===== config.mk =====
export PLATFORM = sky130hd
export DESIGN_NAME = moonbase_bus_responder
export DESIGN_NICKNAME = d
export VERILOG_FILES = /design/src/rtl/moonbase_bus_responder_pkg.sv /design/src/rtl/moonbase_bus_responder_nibble_ram.sv /design/src/rtl/moonbase_bus_responder.sv
export SDC_FILE = /design/constraint.sdc
export NUM_CORES = 1
export LEC_CHECK = 0
export ABC_AREA = 1
export CELL_PAD_IN_SITES_DETAIL_PLACEMENT = 1
export CELL_PAD_IN_SITES_GLOBAL_PLACEMENT = 2
export CORE_ASPECT_RATIO = 0.5
export CORE_MARGIN = 5
export CORE_UTILIZATION = 47
export CTS_BUF_LIST = sky130_fd_sc_hd__clkbuf_4
export CTS_CLUSTER_SIZE = 28
export DETAILED_ROUTE_END_ITERATION = 12
export DONT_BUFFER_PORTS = 1
export GPL_TIMING_DRIVEN = 1
export PLACE_DENSITY = 0.93
export SETUP_SLACK_MARGIN = 0.5
export SYNTH_ARGS = -nofsm -noshare
export SYNTH_HDL_FRONTEND = slang
export SYNTH_SLANG_ARGS = --single-unit

===== constraint.sdc =====
create_clock -name clk -period 6.3 [get_ports clk]
set_clock_uncertainty 0.05 [all_clocks]
set_input_delay 0.315 -clock clk [delete_from_list [all_inputs] [get_ports clk]]
set_output_delay 0.315 -clock clk [all_outputs]
set_load 0.005 [all_outputs]

===== src/rtl/moonbase_bus_responder_pkg.sv =====
// moonbase_pkg: shared bus bit positions, memory map constants and loader state type.
package moonbase_pkg;
  localparam int STROBE_BIT   = 7;
  localparam int CODE_SEL_BIT = 6;
  localparam int WR_RAM_N_BIT = 5;
  localparam int WR_DEV_N_BIT = 4;
  localparam int MEM_DEPTH    = 256;
  localparam logic [7:0] CODE_BASE = 8'd128;
  typedef enum logic [1:0] {IDLE, LOAD, DONE} load_state_e;
endpackage


===== src/rtl/moonbase_bus_responder_nibble_ram.sv =====
// moonbase_nibble_ram: 256x4 nibble store, combinational read, one synchronous write port.
module moonbase_nibble_ram
  import moonbase_pkg::*;
(
  input  logic       clk,
  input  logic       we_i,
  input  logic [7:0] waddr_i,
  input  logic [3:0] wdata_i,
  input  logic [7:0] raddr_i,
  output logic [3:0] rdata_o
);
  logic [3:0] mem_q [MEM_DEPTH];
  always_ff @(posedge clk)
    if (we_i) mem_q[waddr_i] <= wdata_i;
  assign rdata_o = mem_q[raddr_i];
endmodule


===== src/rtl/moonbase_bus_responder.sv =====
// moonbase_bus_responder: address latch, code/data nibble RAM and device I/O behind the moonbase CPU bus.
// Define MOONBASE_LOADER_EN to build the host code loader that fills code memory while the CPU is held in reset.
module moonbase_bus_responder
  import moonbase_pkg::*;
#(
  parameter int N_DEV_OUT = 8,
  parameter int N_DEV_IN  = 4
) (
  input  logic                    clk,
  input  logic                    reset_n,
  input  logic [7:0]              bus_out,
  output logic [3:0]              ram_in,
  output logic [1:0]              data_in,
  input  logic [2*N_DEV_IN-1:0]   dev_in,
  output logic [4*N_DEV_OUT-1:0]  dev_out,
  output logic                    cpu_reset,
  input  logic                    load_valid,
  input  logic [3:0]              load_data,
  output logic                    load_ready,
  input  logic                    load_start
);
  logic [6:0] latch_q;
  logic [3:0] dev_q [N_DEV_OUT];
  logic [2*N_DEV_IN-1:0] sync1_q, sync2_q;
  logic cpu_reset_q;
  logic strobe, cpu_wr_ram, cpu_wr_dev, ld_we, we;
  logic [7:0] ea, waddr, ld_addr;
  logic [3:0] wdata;
  assign strobe     = bus_out[STROBE_BIT];
  assign ea         = {~strobe & bus_out[CODE_SEL_BIT], latch_q};
  assign cpu_wr_ram = ~strobe & ~bus_out[WR_RAM_N_BIT];
  assign cpu_wr_dev = ~strobe & ~bus_out[WR_DEV_N_BIT];
  always_ff @(posedge clk)
    if (!reset_n) latch_q <= '0;
    else if (strobe) latch_q <= bus_out[6:0];
  always_ff @(posedge clk)
    for (int i = 0; i < N_DEV_OUT; i++)
      dev_q[i] <= !reset_n ? 4'h0 : (cpu_wr_dev && latch_q[2:0] == 3'(i)) ? bus_out[3:0] : dev_q[i];
  for (genvar d = 0; d < N_DEV_OUT; d++) begin : g_dev
    assign dev_out[4*d +: 4] = dev_q[d];
  end
  always_ff @(posedge clk)
    if (!reset_n) begin
      sync1_q <= '0;
      sync2_q <= '0;
    end else begin
      sync1_q <= dev_in;
      sync2_q <= sync1_q;
    end
  always_comb begin
    data_in = 2'b00;
    for (int i = 0; i < N_DEV_IN; i++)
      if (latch_q[1:0] == 2'(i)) data_in = sync2_q[2*i +: 2];
  end
`ifdef MOONBASE_LOADER_EN
  load_state_e state_q;
  logic [7:0] ptr_q;
  logic load_ready_q;
  always_ff @(posedge clk)
    if (!reset_n) begin
      state_q      <= IDLE;
      ptr_q        <= CODE_BASE;
      load_ready_q <= 1'b0;
      cpu_reset_q  <= 1'b1;
    end else begin
      case (state_q)
        IDLE: begin
          cpu_reset_q <= load_start;
          if (load_start) begin
            state_q      <= LOAD;
            ptr_q        <= CODE_BASE;
            load_ready_q <= 1'b1;
          end
        end
        LOAD:
          if (load_valid && load_ready_q) begin
            ptr_q <= ptr_q + 8'd1;
            if (ptr_q == 8'hFF) begin
              state_q      <= DONE;
              load_ready_q <= 1'b0;
            end
          end
        DONE: begin
          state_q     <= IDLE;
          cpu_reset_q <= 1'b0;
        end
        default: state_q <= IDLE;
      endcase
    end
  assign ld_we      = (state_q == LOAD) & load_valid & load_ready_q;
  assign ld_addr    = ptr_q;
  assign load_ready = load_ready_q;
`else
  logic unused_load;
  assign unused_load = ^{load_valid, load_data, load_start};
  always_ff @(posedge clk)
    cpu_reset_q <= !reset_n;
  assign ld_we      = 1'b0;
  assign ld_addr    = CODE_BASE;
  assign load_ready = 1'b0;
`endif
  // reset wins over any write presented in the same cycle
  assign we    = reset_n & (ld_we | cpu_wr_ram);
  assign waddr = ld_we ? ld_addr : ea;
  assign wdata = ld_we ? load_data : bus_out[3:0];
  moonbase_nibble_ram u_ram (
    .clk     (clk),
    .we_i    (we),
    .waddr_i (waddr),
    .wdata_i (wdata),
    .raddr_i (ea),
    .rdata_o (ram_in)
  );
  assign cpu_reset = cpu_reset_q;
endmodule


==> reports/qor.yml <==
status:
  status: "finished, violations left"
  violations: "max-slew violations"
clock_network:
  htree_levels: 4
  cts.clk_slew.worst_paths_ns: 0.09
  clockRootBuffer: "clkbuf_4"
  cts_max_path_buffers: 3
  clock-sinks: 1080
  post_cts_buffers: 0
  cts_tree: "done"
  numCtsBuffers: 240
  clock_latency_ns: 1.14
timing:
  worst_pin_slew_ns: 1.71
  finalCritPeriodShare_pct: 84.4
  rsz0062_at_grt: "false"
  finalMaxSlewViolations: 92
  period_needed_ns: 5.32
  fin_tns_setup_ns: 0
  maxSlewHeadroom_pct: -13.8
  final_hold_viol_count: 0
  finalWorstSetupSlack_ns: 0.980
  fmax_mhz: 188
  setup_violations: 0
power_and_ir_drop:
  power.internal_mw: 11.0
  p_seq_share_pct: 53.9
  p_sw_share_pct: 24.7
  p_leak_nw: 19.7
  power_density_nw_per_um2: 295
  p_switching_mw: 3.62
  clkPwrFrac_pct: 39.3
  comb_power_share_pct: 6.8
  ir_worst_vdd_mv: 0.155
  finalPower_mw: 14.6
place:
  pre_cts_ws_ns: 2.24
  place_congestion: 0.780
  io_buffers: 0
  place_inst: 5482
  dp_hpwl_um: 66400
floorplanning:
  start_util_pct: 47.2
  die_y_um: 228
  die_w_um: 447
  rows: 80
  coreArea_um2: 95000
  floorplan.die_area_um2: 102000
  ios: 64
final_layout:
  fin_cells: 5977
  layout-drive-gt1-share_pct: 9.40
  area_growth_pct: 10.6
  fin_nets: 4524
route:
  drt_wl_total_um: 126000
  firstDrtPassIters: 5
  viasPerCell: 5.30
  drcViolationCount: 0
  drtAntennaViolNets: 0
  drt_iter0_drc: 2626
  avgRoutedWirePerCell_um: 21.1
  vias: 31700
synthesis:
  yosys-top-cells-area: "edfxtp_1 (69%), nand2_1 (20%), nor2_1 (3.1%), dfxtp_1 (2.5%), clkbuf_1 (1.2%)"
  post-synth-top-area-cell: "edfxtp_1"
  yosysUniqueCellTypes: 21
  synth-seq-cells: 1080
  synthCells: 4418
  ys.flop_type: "edfxtp_1"
  synth_edf_count: 1024
  synth_async_sr_flop_share_pct: 0
  synth_top_area_share_pct: 68.6
  syn_avg_cell_area_um2: 10.1
  syn_area_um2: 44800
  synth_nets: 4442
  yosysSeqAreaShare_pct: 71.1
  ys.warnings.count: 0
global_routing:
  first_global_vias: 33600
  track_usage_pct: 24.9
  grt_pass1_wl_um: 193000
  overflow: 0
  antenna_found_initial: 3
  grt_max_degree: 266
setup_path:
  crit_type: "flip-flop to output pin"
  critical_path_arrival_ns: 4.96
  critPathTopFamily: "simple AND/OR/NAND/NOR gates"
  critical_path_peak_fanout: 70
  slowest_delay_ns: 0.84
  crit_chain: "nand2_1, clkinv_2, buf_4, nand2_1, nand3_1, nand2_1, nand2_1, o21ai_1, nand2_1, nor2_1, nor2_1, nor2_1, nand2_1"
  path_common_cell: "nand2_1"
  cp_slowest_cell: "dfxtp_4"
  end_kind: "output pin"
  crit_buf_inv: 2
  required_ns: 5.93
  cp-start-kind: "flip-flop"
run:
  maxCapViolCount: 0
worst_hold_path:
  hold_path.class: "primary input to flip-flop"
cells in the mapped netlist, types with 29 or more instances:
master	instances
clkbuf_1	142
buf_2	59
inv_1	41
buf_1	32
o21ai_0	44
nand3_1	97
dfxtp_1	56
o21ai_1	70
nand2_1	2438
edfxtp_1	1024
nor2_1	367
a21oi_1	29
final cells by class:
type	count	area (um^2)
fill	10457	45400
clock buffer	373	2800
timing repair buffer	77	836
clock inverter	70	425
tap	1271	1590
antenna	5	12.5
multi-input combinational	3053	11800
inverter	48	196
sequential	1080	31900
path summary, 6_finish.rpt:
path | from | to | slack, ns | depth (start not counted)
worst max-delay path | latch_q[0] | ram_in[0] | 0.98 | 13
worst min-delay path | bus_out[4] | dev_q[0][3] | 0.17 | 4
worst max register to register | latch_q[2] | u_ram.mem_q[101][0] | 2.24 | 5
worst min register to register | sync1_q[1] | sync2_q[1] | 0.38 | 2
registers in the layout (all words and copies together) (netlist names):
signal	count
latch_q	7
cpu_reset	1
sync2_q	8
dev_q	32
u_ram.mem_q	1024
sync1_q	8
worst register-to-register path, delay by kind of cell (launching register included):
kind	cells	cell delay, ns
buf+inv	2	0.85
simple gates	3	2.32
flops	1	0.47
layer usage:
metal / vias up / wire, um / share of wire (%) / GRT usage, %
met4: 0 / 2660 / 2.1 / 8.05
met1: 15789 / 55400 / 44 / 33.8
met2: 997 / 59800 / 47 / 41.0
met3: 171 / 8360 / 6.6 / 4.35
met5: - / 0 / 0 / 0
li1: 14743 / - / - / -
per-stage QoR:
| step | cell area (um^2) | util, % | hold slack (ns) |
|---|---|---|---|
| 2_1_floorplan | 44800 | - | 0.340 |
| 3_3_place_gp | 45800 | 48.2 | 0.349 |
| 6_report | 49600 | 52.2 | 0.173 |
| 3_5_place_dp | 45800 | 48.2 | 0.348 |
| 5_1_grt | 49600 | 52.2 | 0.178 |
| 4_1_cts | 49500 | 52.2 | 0.0313 |
cell families after synthesis:
family,count (synthesis),share of synthesized area [%]
other,1,0.00837
buffers and inverters,285,2.59
flip-flops,1080,71.1
AND/OR/NAND/NOR,2909,24.7
AO/OA/AOI/OAI,143,1.60
power by group through the flow:
stage / clock network [mW] / logic (mW) / registers (mW)
after detailed placement: 0 / 0.824 / 8.04
after global routing: 6.28 / 1.10 / 7.89
after CTS: 5.83 / 0.988 / 7.88
after floorplan: 0 / 0.574 / 8.02
final: 5.75 / 0.993 / 7.89
after global placement: 0 / 0.804 / 8.04
repair_timing:
action                                 4_1_cts  5_1_grt
endpoints found under the hold margin     1100        0
hold buffers                                47        0
gates resized for setup                      0        0
placed cells by master, fill, tap and decap left out:
cell type	Yosys	final
a21oi_1	29	29
buf_12	0	6
buf_16	0	4
buf_4	3	26
bufinv_16	0	6
clkbuf_4	0	373
clkinv_1	1	59
clkinv_2	0	2
clkinvlp_4	0	1
conb_1	1	1
dfxtp_1	56	54
dfxtp_4	0	2
diode_2	0	5
dlygate4sd3_1	0	41
edfxtp_1	1024	1024
inv_1	41	41
inv_2	6	7
inv_8	0	2
nand2_1	2438	2434
nand2_2	0	4
nand3_1	97	97
nand4_1	2	2
nor2_1	367	362
nor2_2	3	5
nor2_4	0	3
nor3_1	1	1
nor3_2	1	1
o21ai_0	44	44
o21ai_1	70	70
No activity file was read; power rests on OpenSTA's default activity.
